## src/rtl/mdu_wb_arbiter.sv

```systemverilog
// rtl/mdu_wb_arbiter.sv - imul/idiv writeback arbiter with per-source FIFOs and round-robin grant
package mdu_wb_pkg;
  typedef struct packed {
    logic       valid;
    logic [4:0] rd;
    logic [5:0] rob_tag;
  } micro_op_t;
endpackage

module mdu_wb_arbiter
  import mdu_wb_pkg::*;
#(
  parameter int DEPTH = 2
) (
  input  logic        clock,
  input  logic        reset,
  input  logic        imul_valid,
  input  micro_op_t   imul_uop,
  input  logic [31:0] imul_out,
  input  logic        idiv_valid,
  input  micro_op_t   idiv_uop,
  input  logic [31:0] idiv_out,
  input  logic        flush,
  output logic        wb_valid,
  output micro_op_t   wb_uop,
  output logic [31:0] wb_data,
  output logic        wb_src,
  input  logic        wb_ready,
  output logic        imul_full,
  output logic        idiv_full,
  output logic        overflow_err
);

  localparam int PW = (DEPTH > 1) ? $clog2(DEPTH) : 1;
  localparam int CW = PW + 1;
  localparam logic [CW-1:0] FULL_CNT = CW'(DEPTH);

  // Index 0 is imul, index 1 is idiv, matching the wb_src encoding.
  logic        src_valid [2];
  micro_op_t   src_uop   [2];
  logic [31:0] src_data  [2];

  assign src_valid[0] = imul_valid;
  assign src_valid[1] = idiv_valid;
  assign src_uop[0]   = imul_uop;
  assign src_uop[1]   = idiv_uop;
  assign src_data[0]  = imul_out;
  assign src_data[1]  = idiv_out;

  logic [PW-1:0] wr_ptr   [2];
  logic [PW-1:0] rd_ptr   [2];
  logic [CW-1:0] cnt      [2];
  micro_op_t     mem_uop  [2][DEPTH];
  logic [31:0]   mem_data [2][DEPTH];

  logic nonempty [2];
  logic full     [2];
  logic push     [2];
  logic pop      [2];
  logic accept   [2];

  logic last_grant;
  logic lock;
  logic lock_src;
  logic grant;
  logic wb_fire;
  logic overflow_q;

  // Grant uses registered state only, so wb_* never depend on wb_ready or *_valid in the same cycle.
  always_comb begin
    grant = 1'b0;
    if (lock)
      grant = lock_src;
    else if (nonempty[0] && nonempty[1])
      grant = ~last_grant;
    else if (nonempty[1])
      grant = 1'b1;
  end

  // Per-source status and handshake decode; a push into a full FIFO is kept only if that FIFO pops too.
  always_comb begin
    for (int s = 0; s < 2; s++) begin
      nonempty[s] = (cnt[s] != '0);
      full[s]     = (cnt[s] == FULL_CNT);
      push[s]     = src_valid[s] && !flush;
      pop[s]      = wb_fire && (grant == 1'(s));
      accept[s]   = push[s] && (!full[s] || pop[s]);
    end
  end

  assign wb_valid     = nonempty[grant];
  assign wb_fire      = wb_valid && wb_ready;
  assign wb_src       = grant;
  assign wb_uop       = wb_valid ? mem_uop[grant][rd_ptr[grant]] : '0;
  assign wb_data      = wb_valid ? mem_data[grant][rd_ptr[grant]] : '0;
  assign imul_full    = full[0];
  assign idiv_full    = full[1];
  assign overflow_err = overflow_q;

  // Entry storage; contents need no reset because outputs are masked whenever the FIFO is empty.
  always_ff @(posedge clock) begin
    for (int s = 0; s < 2; s++) begin
      if (accept[s]) begin
        mem_uop[s][wr_ptr[s]]  <= src_uop[s];
        mem_data[s][wr_ptr[s]] <= src_data[s];
      end
    end
  end

  // Pointers, counts, grant history, hold lock and sticky overflow.
  always_ff @(posedge clock) begin
    if (reset) begin
      for (int s = 0; s < 2; s++) begin
        wr_ptr[s] <= '0;
        rd_ptr[s] <= '0;
        cnt[s]    <= '0;
      end
      last_grant <= 1'b1;
      lock       <= 1'b0;
      lock_src   <= 1'b0;
      overflow_q <= 1'b0;
    end else begin
      for (int s = 0; s < 2; s++) begin
        if (flush) begin
          wr_ptr[s] <= '0;
          rd_ptr[s] <= '0;
          cnt[s]    <= '0;
        end else begin
          if (accept[s]) wr_ptr[s] <= wr_ptr[s] + 1'b1;
          if (pop[s])    rd_ptr[s] <= rd_ptr[s] + 1'b1;
          cnt[s] <= cnt[s] + CW'(accept[s]) - CW'(pop[s]);
        end
        if (push[s] && full[s] && !pop[s]) overflow_q <= 1'b1;
      end
      lock_src <= grant;
      if (flush) begin
        last_grant <= 1'b1;
        lock       <= 1'b0;
      end else begin
        if (wb_fire) last_grant <= grant;
        lock <= wb_valid && !wb_ready;
      end
    end
  end

endmodule

```

## config.mk

```make
export PLATFORM = sky130hd
export DESIGN_NAME = mdu_wb_arbiter
export DESIGN_NICKNAME = d
export VERILOG_FILES = /design/src/rtl/mdu_wb_arbiter.sv
export SDC_FILE = /design/constraint.sdc
export NUM_CORES = 1
export LEC_CHECK = 0
export ABC_CLOCK_PERIOD_IN_PS = 4000
export CORE_MARGIN = 2
export CORE_UTILIZATION = 47
export DETAILED_ROUTE_END_ITERATION = 10
export GPL_TIMING_DRIVEN = 1
export PLACE_DENSITY = 0.78
export SKIP_LAST_GASP = 1
export SYNTH_ARGS = -nofsm -noshare
export SYNTH_HDL_FRONTEND = slang
export SYNTH_SLANG_ARGS = --single-unit
```

## constraint.sdc

```tcl
create_clock -name clock -period 4 [get_ports clock]
set_input_delay 1.2 -clock clock [delete_from_list [all_inputs] [get_ports clock]]
set_output_delay 1.2 -clock clock [all_outputs]
set_load 0.01 [all_outputs]
```

* Word-level counts from Yosys, hierarchy flattened *
Memories as Yosys holds them, arrays and structs flattened.
Index checks and enable logic that the tools add are counted.

storage, ports and cells
  word-level logic and storage cells = 134
  memories kept = 5
  RAM bits = 184
  input port bits = 94
  output and inout bits = 49
  flip-flop bits (word level) = 4

operators by class
  $lt $le $gt $ge = 6
  bitwise logic cells = 18
  reduce and logical (&&, ||, !) cells = 27
  add/sub/neg operators = 8
  multiplexer cells = 64
  eq/ne operators = 2

memory list
  memory    depth  bits a word  read ports  clocked after Yosys merged registers in  wr ports  RTL line  source
  mem_data  2      64           1           0                                        2         54        logic [31:0] mem_data [2][DEPTH];
  mem_uop   2      24           1           0                                        2         53        micro_op_t mem_uop [2][DEPTH];
  cnt       2      2            2           0                                        2         52        logic [CW-1:0] cnt [2];
  rd_ptr    2      1            3           0                                        2         51        logic [PW-1:0] rd_ptr [2];
  wr_ptr    2      1            2           0                                        2         50        logic [PW-1:0] wr_ptr [2];

operator list
  kind                                                                           count
  32-bit two-way mux                                                             6
  64-bit two-way mux                                                             2
  12-bit two-way mux                                                             6
  32-bit demux with 1-bit select                                                 2
  24-bit two-way mux                                                             2
  1-bit two-way mux                                                              40
  12-bit demux with 1-bit select                                                 2
  1-bit logical AND                                                              15
  1-bit OR                                                                       12
  2-bit >= comparator (second input constant)                                    4
  2-bit two-way mux                                                              4
  1-bit NOT with 2-bit output                                                    4
  1-bit logical NOT                                                              6
  2-bit nonzero test                                                             3
  1-bit adder (second input constant)                                            4
  2-bit by 1-bit adder with 2-bit output                                         2
  2-bit equality test (second input constant)                                    2
  2-bit by 1-bit less-than comparator with 1-bit output (second input constant)  2
  2-bit by 1-bit subtractor with 2-bit output                                    2
  1-bit logical OR                                                               2
  1-bit NOT                                                                      2
  2-bit OR reduction                                                             1

* Depth between registers and ports, before layout *
  depth in word-level cells = 17
  mapped depth = 9
  mapped depth without buffers = 9

* Worst setup path after synthesis *
Ideal clock, no wire load.

  kind = input port to flip-flop
  from = in wb_ready
  to = mem mem_data[0][0] in the netlist's numbering, enable pin
  buffers on the path = 0
  setup time = 445 ps
  cell stages on the path = 3
  setup slack = 132 ps
  arrival = 3422 ps
  data required time = 3555 ps
  cell sequence = o311ai_2 > a21o_1 > nor2_1

RTL lines
  item             RTL line  source
  start, declared  28        input logic wb_ready,
  end, declared    54

==> impl_metrics.env <==
export IMPL_outcome="complete, no violations"
export IMPL_clk_pin_slew_worst_paths_ns=0.06
export IMPL_relSlewSlack=0.6481
export IMPL_hp_start="overflow_err"
export IMPL_dieWidth_um=130.6
export IMPL_insertion_delay_ns=0.42
export IMPL_placed_area_sq_um=9270
export IMPL_cts_buffer_depth=2
export IMPL_antenna_found_initial=0
export IMPL_synth_largest_area_cell="edfxtp_1"
export IMPL_place_hpwl_um=9843
export IMPL_ios=143
export IMPL_leakage_nw=3.338
export IMPL_power_density_nw_per_um2=455.3
export IMPL_fin_hold_ws_ns=0.5049
export IMPL_wl_per_cell_um=18.27
export IMPL_firstDrtPassIters=4
export IMPL_period_needed_ns=3.902
export IMPL_yosys_warnings=0
export IMPL_grt_pass1_wl_um=23160
export IMPL_ctsHtreeMaxLevel=4
export IMPL_tightest_slew_ns=0.5205
export IMPL_rsz0062_at_grt="true"
export IMPL_crit_slowest_cell="clkdlybuf4s50_1"
export IMPL_port_buffers=142
export IMPL_yosysTopAreaCellShare=0.7336
export IMPL_cts_buffers=17
export IMPL_stdcell_count=840
export IMPL_synth_edff_count=184
export IMPL_max_cap_violations=0
export IMPL_die_h_um=130.6
export IMPL_track_usage=0.1854
export IMPL_area_delta_synth_final_pct=31.23
export IMPL_ys_flop_type="edfxtp_1"
export IMPL_cts_sinks=188
export IMPL_synth_top_cells_by_count="edfxtp_1, a21oi_1, mux2_2, mux2i_1, o21ai_0"
export IMPL_synthDistinctLibCells=33
export IMPL_grt_start_max_net_pins=46
export IMPL_crit_family="compound AO/OA/AOI/OAI gates"
export IMPL_cp_required_ns=2.80
export IMPL_yosysMostFrequentCell="edfxtp_1"
export IMPL_ys_seq_elements=188
export IMPL_hold_viol_final=0
export IMPL_cts_tree="done"
export IMPL_ys_seq_area_frac=0.7442
export IMPL_dieArea_sq_um=17060
export IMPL_via_per_inst=5.226
export IMPL_max_stage_delay_ns=0.55
export IMPL_grt_remaining_overflow=0
export IMPL_synth_async_reset_ratio=0
export IMPL_synth_area_leaders="edfxtp_1, mux2_2, mux2i_1"
export IMPL_arrival_ns=2.70
export IMPL_fin_skew_ns=0.007461
export IMPL_finalInstanceArea_sq_um=9884
export IMPL_crit_path_end_kind="output pin"
export IMPL_placed_cells=804
export IMPL_hp_class="register to register"
export IMPL_place_congestion=0.7790
export IMPL_startpoint="cnt[0][0]"
export IMPL_grt_pass1_vias=4523
export IMPL_wl_um=15350
export IMPL_cp_start_kind="register"
export IMPL_vias=4390
export IMPL_fin_ws_ns=0.09835
export IMPL_rows=46
export IMPL_fp_coreArea_sq_um=15770
export IMPL_netlist_area_sq_um=7532
export IMPL_max_freq_mhz=256.3
export IMPL_synthCells=454
export IMPL_vdd_drop_max_uv=300.8
export IMPL_crit_chain="o21a_1 -> o31a_2 -> clkinv_8 -> buf_12 -> o21ai_0 -> a21oi_1 -> clkdlybuf4s50_1"
export IMPL_post_place_ws_ns=0.3821
export IMPL_drc=0
export IMPL_postRouteAntennaNets=0
export IMPL_slew_viol_final=0
export IMPL_start_util=0.4776
export IMPL_antenna_cells=0
export IMPL_setup_violations_final=0
export IMPL_synth_area_per_cell_sq_um=16.59
export IMPL_path_class="register to output pin"
export IMPL_drt_initial_drc_count=233
export IMPL_finalNetCount=709
export IMPL_regToRegStartpoint="cnt[0][0]"
export IMPL_post_route_cells_drive_above_1_share=0.1587
export IMPL_critPathBufInv=3
export IMPL_root_buffer="clkbuf_16"
export IMPL_cp_max_fo=35
export IMPL_period_share=0.9754
## flip-flops by register name (all words and copies together), names as in the netlist
register,count
lock_src,1
last_grant,1
rd_ptr,2
mem_data,128
overflow_err,1
lock,1
cnt,4
mem_uop,48
wr_ptr,2
## kinds of logic (layout without fill, tap and decap cells)
logic type / Yosys count / after routing / share of synthesized area
flops: 188 / 188 / 0.7442
compound gates: 103 / 103 / 0.07326
mux: 88 / 88 / 0.1243
buf+inv: 34 / 201 / 0.02575
simple gates: 32 / 32 / 0.02077
fa+ha+maj: 4 / 4 / 0.006645
xor+xnor: 4 / 4 / 0.004652
other cells: 1 / 4 / 0.0004979
## where the power goes
| group | total (mW) | switching (mW) | internal [mW] |
|---|---|---|---|
| clock network | 1.59 | 0.680 | 0.913 |
| logic | 0.645 | 0.303 | 0.342 |
| registers | 2.26 | 0.0211 | 2.24 |
| total | 4.50 | 1.00 | 3.50 |
## layout by cell type, fill, tap and decap left out, types with 3 or more instances in the layout
cell type / n
nor2_1: 9
clkbuf_16: 17
mux2_2: 44
inv_1: 8
nor2_4: 3
o21ai_0: 29
nand2_1: 5
nand2b_1: 3
dlymetal6s2s_1: 4
clkdlybuf4s50_1: 138
mux2i_1: 44
clkinvlp_4: 5
o21ai_1: 19
conb_1: 4
buf_4: 13
clkbuf_1: 3
a21oi_1: 45
buf_12: 4
ha_1: 4
nor3_1: 3
edfxtp_1: 184
dfxtp_1: 4
## worst register-to-register path, delay by kind of cell, from the launching register on
family | cells | cell delay, ns
buffers and inverters | 1 | 0.04
xor gates and xnor gates | 2 | 0.31
adders and majority gates | 2 | 0.50
and+or+nand+nor | 2 | 0.19
AOI/OAI and AO/OA | 2 | 0.70
DFF | 1 | 0.43
## final timing paths
| check | slack, ns | end | cells past startpoint |
|---|---|---|---|
| worst max-delay path | 0.1 | wb_data[29] | 7 |
| worst min-delay path | 0.50 | overflow_err | 2 |
| worst min register to register | 0.50 | overflow_err | 2 |
| worst max register to register | 1.59 | cnt[0][1] | 9 |
## per-stage QoR
step / setup TNS, ns / util / total power, mW
after floorplan: 0 / - / 2.606
final: 0 / 0.6268 / 4.501
after detailed placement: 0 / 0.5878 / 2.945
after global routing: -0.07353 / 0.6268 / 4.678
after global placement: 0 / 0.5878 / 2.928
after CTS: 0 / 0.6258 / 4.537
## what timing repair did
| action | CTS | global route |
|---|---|---|
| hold buffers | 0 | 0 |
| setup endpoints to repair | 14 | 19 |
| resized for setup | 1 | 6 |
| gates cloned | 0 | 0 |
| setup buffers | 4 | 0 |
## area by class of cell
class                      count  area [sq um]
timing repair buffer         160          1620
tap                          216         270.3
clock inverter                12         123.9
sequential                   188          5605
multi-input combinational    235          1782
inverter                       9         46.29
clock buffer                  20         436.7
fill                        1157          5886
## layer usage
metal,up-vias,GRT usage,part of all wire
li1,2072,-,-
met1,2146,0.2203,0.42
met2,145,0.3217,0.50
met3,27,0.05334,0.060
met4,0,0.07009,0.021
met5,-,0,0
(Power assumes the default switching activity.)
